<file path="src/rtl/dds_spi_pkg.sv">
// dds_spi_pkg: shared FSM state type, frame widths and address helper
package dds_spi_pkg;
    typedef enum logic [1:0] {IDLE, INSTR, DATA, DONE} state_t;
    localparam int INSTR_W  = 8;
    localparam int DATA_W   = 32;
    localparam int ADDR_W   = 5;
    localparam int READ_BIT = 7;
    function automatic logic in_range(input logic [ADDR_W-1:0] a, input int n);
        return int'(a) < n;
    endfunction
endpackage

</file>
<file path="src/rtl/dds_spi_responder_sync.sv">
// spi_sync_edge: N-stage synchronizer with registered rise/fall pulses
module spi_sync_edge #(
    parameter int   STAGES  = 2,
    parameter logic RST_VAL = 1'b0
) (
    input  logic clk,
    input  logic rst,
    input  logic d_i,
    output logic level_o,
    output logic rise_o,
    output logic fall_o
);
    logic [STAGES-1:0] sync_q;
    logic prev_q, rise_q, fall_q;
    assign level_o = sync_q[STAGES-1];
    assign rise_o  = rise_q;
    assign fall_o  = fall_q;
    // resynchronize the pin and flag level changes one cycle after they appear
    always_ff @(posedge clk or posedge rst) begin
        if (rst) begin
            sync_q <= {STAGES{RST_VAL}};
            prev_q <= RST_VAL;
            rise_q <= 1'b0;
            fall_q <= 1'b0;
        end else begin
            sync_q <= STAGES'({sync_q, d_i});
            prev_q <= level_o;
            rise_q <= level_o & ~prev_q;
            fall_q <= ~level_o & prev_q;
        end
    end
endmodule

</file>
<file path="src/rtl/dds_spi_responder.sv">
// dds_spi_responder: DDS serial-port slave with buffered/active register banks (readback under DDS_RSP_READBACK_EN)
module dds_spi_responder
    import dds_spi_pkg::*;
#(
    parameter int NUM_REGS    = 32,
    parameter int SYNC_STAGES = 2
) (
    input  logic              clk,
    input  logic              rst,
    input  logic              cs,
    input  logic              sclk,
    input  logic              sdio,
    input  logic              syncio,
    input  logic              io_update,
    output logic              sdo,
    output logic              sdo_oe,
    input  logic [ADDR_W-1:0] act_addr,
    output logic [DATA_W-1:0] act_data,
    output logic              wr_valid,
    output logic [ADDR_W-1:0] wr_addr,
    output logic [DATA_W-1:0] wr_data,
    output logic              upd_pulse,
    output logic              frame_err
);
    logic cs_lvl, sdio_lvl, syncio_lvl, sclk_rise, sclk_fall, upd_rise;
    logic [8:0] unused_sync;
    spi_sync_edge #(.STAGES(SYNC_STAGES), .RST_VAL(1'b1)) u_cs (.clk(clk), .rst(rst), .d_i(cs),
        .level_o(cs_lvl), .rise_o(unused_sync[0]), .fall_o(unused_sync[1]));
    spi_sync_edge #(.STAGES(SYNC_STAGES)) u_sdio (.clk(clk), .rst(rst), .d_i(sdio),
        .level_o(sdio_lvl), .rise_o(unused_sync[2]), .fall_o(unused_sync[3]));
    spi_sync_edge #(.STAGES(SYNC_STAGES)) u_syncio (.clk(clk), .rst(rst), .d_i(syncio),
        .level_o(syncio_lvl), .rise_o(unused_sync[4]), .fall_o(unused_sync[5]));
    spi_sync_edge #(.STAGES(SYNC_STAGES)) u_sclk (.clk(clk), .rst(rst), .d_i(sclk),
        .level_o(unused_sync[6]), .rise_o(sclk_rise), .fall_o(sclk_fall));
    spi_sync_edge #(.STAGES(SYNC_STAGES)) u_upd (.clk(clk), .rst(rst), .d_i(io_update),
        .level_o(unused_sync[7]), .rise_o(upd_rise), .fall_o(unused_sync[8]));

    state_t state_q;
    logic [5:0] cnt_q;
    logic [INSTR_W-1:0] instr_q, instr_d;
    logic [DATA_W-2:0] shift_q;
    logic [DATA_W-1:0] data_d, act_data_q, wr_data_q;
    logic [ADDR_W-1:0] wr_addr_q;
    logic wr_valid_q, frame_err_q, upd_pulse_q;
    logic [DATA_W-1:0] buffer_q [NUM_REGS];
    logic [DATA_W-1:0] active_q [NUM_REGS];
    logic abort, instr_last, data_last, commit;

    // cs high or syncio high kills the frame regardless of state
    assign abort      = cs_lvl | syncio_lvl;
    assign instr_d    = {instr_q[INSTR_W-2:0], sdio_lvl};
    assign data_d     = {shift_q, sdio_lvl};
    assign instr_last = state_q == INSTR && sclk_rise && cnt_q == 6'd7 && !abort;
    assign data_last  = state_q == DATA && sclk_rise && cnt_q == 6'd39 && !abort;
    assign commit     = data_last && !instr_q[READ_BIT] && in_range(instr_q[ADDR_W-1:0], NUM_REGS);

    // frame FSM: shifts instruction and data, reports commits and aborted frames
    always_ff @(posedge clk or posedge rst) begin
        if (rst) begin
            state_q     <= IDLE;
            cnt_q       <= '0;
            instr_q     <= '0;
            shift_q     <= '0;
            wr_valid_q  <= 1'b0;
            wr_addr_q   <= '0;
            wr_data_q   <= '0;
            frame_err_q <= 1'b0;
        end else begin
            wr_valid_q  <= commit;
            frame_err_q <= 1'b0;
            if (abort) begin
                frame_err_q <= (state_q == INSTR || state_q == DATA) && cnt_q != 6'd0;
                state_q     <= IDLE;
                cnt_q       <= '0;
                instr_q     <= '0;
                shift_q     <= '0;
            end else begin
                case (state_q)
                    IDLE:  state_q <= INSTR;
                    INSTR: if (sclk_rise) begin
                        instr_q <= instr_d;
                        cnt_q   <= cnt_q + 6'd1;
                        if (cnt_q == 6'd7) state_q <= DATA;
                    end
                    DATA:  if (sclk_rise) begin
                        shift_q <= data_d[DATA_W-2:0];
                        cnt_q   <= cnt_q + 6'd1;
                        if (cnt_q == 6'd39) state_q <= DONE;
                    end
                    default: ;
                endcase
            end
            if (commit) begin
                wr_addr_q <= instr_q[ADDR_W-1:0];
                wr_data_q <= data_d;
            end
        end
    end

    // buffer bank takes committed writes
    always_ff @(posedge clk or posedge rst) begin
        if (rst) begin
            for (int i = 0; i < NUM_REGS; i++) buffer_q[i] <= '0;
        end else if (commit) begin
            buffer_q[instr_q[ADDR_W-1:0]] <= data_d;
        end
    end

    // active bank copies the pre-commit buffer on an io_update edge
    always_ff @(posedge clk or posedge rst) begin
        if (rst) begin
            for (int i = 0; i < NUM_REGS; i++) active_q[i] <= '0;
            upd_pulse_q <= 1'b0;
        end else begin
            if (upd_rise) active_q <= buffer_q;
            upd_pulse_q <= upd_rise;
        end
    end

    // local read port into the active bank
    always_ff @(posedge clk or posedge rst) begin
        if (rst) act_data_q <= '0;
        else act_data_q <= in_range(act_addr, NUM_REGS) ? active_q[act_addr] : '0;
    end

`ifdef DDS_RSP_READBACK_EN
    logic [DATA_W-1:0] out_sh_q, rd_word;
    logic sdo_q, sdo_oe_q;
    assign rd_word = in_range(instr_d[ADDR_W-1:0], NUM_REGS) ? active_q[instr_d[ADDR_W-1:0]] : '0;
    // read shifter: loaded on the last instruction edge, one bit per falling edge while in DATA
    always_ff @(posedge clk or posedge rst) begin
        if (rst) begin
            out_sh_q <= '0;
            sdo_q    <= 1'b0;
            sdo_oe_q <= 1'b0;
        end else if (instr_last && instr_d[READ_BIT]) begin
            out_sh_q <= rd_word;
            sdo_q    <= 1'b0;
            sdo_oe_q <= 1'b0;
        end else if (state_q == DATA && instr_q[READ_BIT] && !abort && !data_last) begin
            if (sclk_fall) begin
                sdo_q    <= out_sh_q[DATA_W-1];
                out_sh_q <= {out_sh_q[DATA_W-2:0], 1'b0};
                sdo_oe_q <= 1'b1;
            end
        end else begin
            sdo_q    <= 1'b0;
            sdo_oe_q <= 1'b0;
        end
    end
    assign sdo    = sdo_q;
    assign sdo_oe = sdo_oe_q;
`else
    logic unused_rd;
    assign unused_rd = sclk_fall ^ instr_last;
    assign sdo    = 1'b0;
    assign sdo_oe = 1'b0;
`endif

    assign act_data  = act_data_q;
    assign wr_valid  = wr_valid_q;
    assign wr_addr   = wr_addr_q;
    assign wr_data   = wr_data_q;
    assign upd_pulse = upd_pulse_q;
    assign frame_err = frame_err_q;
endmodule

</file>
<file path="config.mk">
export PLATFORM = sky130hd
export DESIGN_NAME = dds_spi_responder
export DESIGN_NICKNAME = d
export VERILOG_FILES = /design/src/rtl/dds_spi_pkg.sv /design/src/rtl/dds_spi_responder_sync.sv /design/src/rtl/dds_spi_responder.sv
export SDC_FILE = /design/constraint.sdc
export NUM_CORES = 2
export LEC_CHECK = 0
export ABC_AREA = 1
export BUFFER_PORTS_ARGS = -buffer_cell sky130_fd_sc_hd__buf_2
export CORE_MARGIN = 4
export CORE_UTILIZATION = 40
export DETAILED_ROUTE_END_ITERATION = 12
export MAX_ROUTING_LAYER = met4
export PLACE_DENSITY_LB_ADDON = 0.2
export SLEW_MARGIN = 20
export SYNTH_ARGS = -nofsm -noshare
export SYNTH_HDL_FRONTEND = slang
export SYNTH_HIERARCHICAL = 1
export SYNTH_SLANG_ARGS = --single-unit
</file>
<file path="constraint.sdc">
create_clock -name clk -period 79.2 [get_ports clk]
set_input_delay 3.96 -clock clk [delete_from_list [all_inputs] [get_ports clk]]
set_output_delay 3.96 -clock clk [all_outputs]
set_load 0.05 [all_outputs]
</file>
==> metrics.md <==
| Metric | Value |
|---|---|
| Status | finished, final reports clean |
| Arr. time, crit path | 8.17 ns |
| Busiest layer in global routing | met2 |
| Leakage power | 52.2 nW |
| VDD IR max | 0.0000220 V |
| Crit-path cells | buf_8, inv_8, buf_4, buf_4, buf_4, nand2_1, nand3_1, nand3_1, nand2_1, nand2_1, nand2_1, nand2_1, nand2_1 |
| Final hold vios | 0 |
| Die H | 488 µm |
| Fin worst setup slack | 71.82 ns |
| Sw frac | 0.234 |
| Setup TNS | 0 ns |
| Htree depth | 4 |
| Synth Cell Area | 92300 µm² |
| Min Hold Slack | 0.353 ns |
| Number of global-route vias before repair | 68600 |
| Clock sink count | 2181 |
| Mapped Cells | 9312 |
| Clk slew on worst S/H paths | 0.06 ns |
| Core ar. | 230000 µm² |
| Met2 usage | 0.422 |
| Antenna violations before repair | 10 |
| DR WL/cell | 26.3 µm |
| Grt ovf | 0 |
| # rows | 176 |
| Slew at the pin closest to its max-slew limit | 1.26 ns |
| Clk Tree Root Cell | clkbuf_16 |
| TritonCTS buffer count | 221 |
| Clk_skew | 0.0343 ns |
| CP endpoint kind | flip-flop |
| Net Switching | 535 µW |
| Starting density of the core | 0.402 |
| Setup CP Type | in2reg |
| Max Fanout on Critical Path | 83 |
| Gate power share | 0.045 |
| CTS max path bufs | 3 |
| Remaining routing DRC violations | 0 |
| Post-DP HPWL | 163000 µm |
| Max cap viols | 0 |
| Fmax | 136 MHz |
| Max_slew headroom | 0.160 |
| Cts repair resizes | 0 |
| Syn. warnings | 6 |
| Most used cell, CP | nand2_1 |
| Non-filler cells, final | 12200 |
| Sequential Power Share | 0.489 |
| Max-slew violations | 0 |
| WL final | 322000 µm |
| Iter 0 DRT Violations | 7552 |
| Element type at the critical path start | input pin |
| Vias per Instance | 5.62 |
| DIE WIDTH | 488 µm |
| Routing usage on met1 | 0.374 |
| Placed insts | 11800 |
| Final Util | 0.445 |
| First-pass GRT wire length | 473000 µm |
| Internal cell power | 1.75 mW |
| Pre-CTS setup slack | 70.58 ns |
| Final min period | 7.38 ns |
| Routed via count | 68800 |
| Largest net degree at the start of global routing | 188 |
| IO buf count | 83 |
| Max incr delay on CP | 0.94 ns |
| Remaining antenna violation count after routing | 0 |
| Pwr/cell area | 22.4 nW/µm² |
| Clock power frac | 0.466 |
| Ports | 86 |
| Met3 usage | 0.0504 |
| Fin crit share | 0.0931 |
| Hold Buf Count CTS | 0 |
| FILL cells | 21800 |
| GR Util All Layers | 0.276 |
| Type of the worst min-delay path | reg2reg |
| # setup viols final | 0 |
| CTS tree | done |
| Post-Syn Area per Cell | 9.92 µm² |
| Clk_lat worst skew | 0.87 ns |
| Pre-antenna DRT Iters | 5 |
| WP data required | 79.99 ns |
| Die footprint | 239000 µm² |
| RSZ-0062 raised after global routing | no |
| Post-CTS Setup Repair Bufs | 0 |
| Share of cells above drive strength 1 | 0.184 |
| Final net count | 9042 |
| Area Growth Syn to Fin | 10.7% |
| Slowest-stage cell, CP | buf_4 |
| Final GP Congestion | 0.813 |
final cells by class:
cell class              instances  area (µm²)  share of cell area
diodes                         13        32.5            0.000318
clock buffers                 338        6690              0.0654
clock inverters                59         649             0.00635
inverters                      76         319             0.00312
well taps                    3026        3790              0.0370
flip-flops and latches       2181       54600               0.534
multi-input cells            6301       34300               0.335
repair buffers                243        1860              0.0182
worst max-delay path: cells and delay by family:
family | cells | cell delay, ns
AND/OR/NAND/NOR | 8 | 0.76
buffers and inverters | 5 | 3.29
power groups by stage:
| stage | combinational, mW | sequential, mW | clock [mW] |
|---|---|---|---|
| after global placement | 0.102 | 1.14 | 0 |
| final | 0.102 | 1.12 | 1.07 |
| after global routing | 0.110 | 1.12 | 1.13 |
| after detailed placement | 0.102 | 1.14 | 0 |
| after CTS | 0.102 | 1.12 | 1.08 |
| after floorplan | 0.0619 | 1.15 | 0 |
per-layer routing:
metal  part of all wire  routed length [µm]
met1               0.44              140000
met2               0.45              145000
met3              0.074               23800
met4              0.039               12500
met5                  0                   0
worst paths after layout:
check	end	cells after the start	from	slack (ns)
worst max-delay path	act_data[17]	13	act_addr[0]	71.82
worst min register to register	u_upd/sync_q[1]	0	u_upd/sync_q[0]	0.35
worst max register to register	buffer_q[690]	14	cnt_q[1]	72.52
min in group asynchronous	u_syncio/sync_q[0]	2	rst	3.03
max in group asynchronous	buffer_q[630]	6	rst	71.95
worst min-delay path	u_upd/sync_q[1]	0	u_upd/sync_q[0]	0.35
cell usage in the layout, fill, tap and decap left out, drive strengths merged:
| cell | instances |
|---|---|
| nand4 | 2 |
| diode | 13 |
| nand2 | 3302 |
| o22ai | 37 |
| nor2 | 43 |
| bufinv | 12 |
| ha | 6 |
| inv | 81 |
| dfstp | 2 |
| nor3 | 2 |
| clkinvlp | 2 |
| o21ai | 298 |
| o21bai | 2 |
| mux2 | 1024 |
| dfrtp | 2179 |
| clkbuf | 338 |
| nand3 | 1580 |
| clkinv | 40 |
| a21oi | 3 |
| conb | 2 |
| buf | 243 |
registers in the layout, summed over array words and instances, names as in the netlist, 5 cells and up:
register  count
active_q   1024
buffer_q   1024
act_data     32
wr_data      32
shift_q      31
instr_q       8
cnt_q         6
wr_addr       5
stage by stage:
step | area (µm²) | power, mW
2_1_floorplan | 92300 | 1.21
3_3_place_gp | 94700 | 1.24
3_5_place_dp | 94700 | 1.24
4_1_cts | 102000 | 2.31
5_1_grt | 102000 | 2.36
6_report | 102000 | 2.29
No activity file was read; power rests on OpenSTA's default activity.
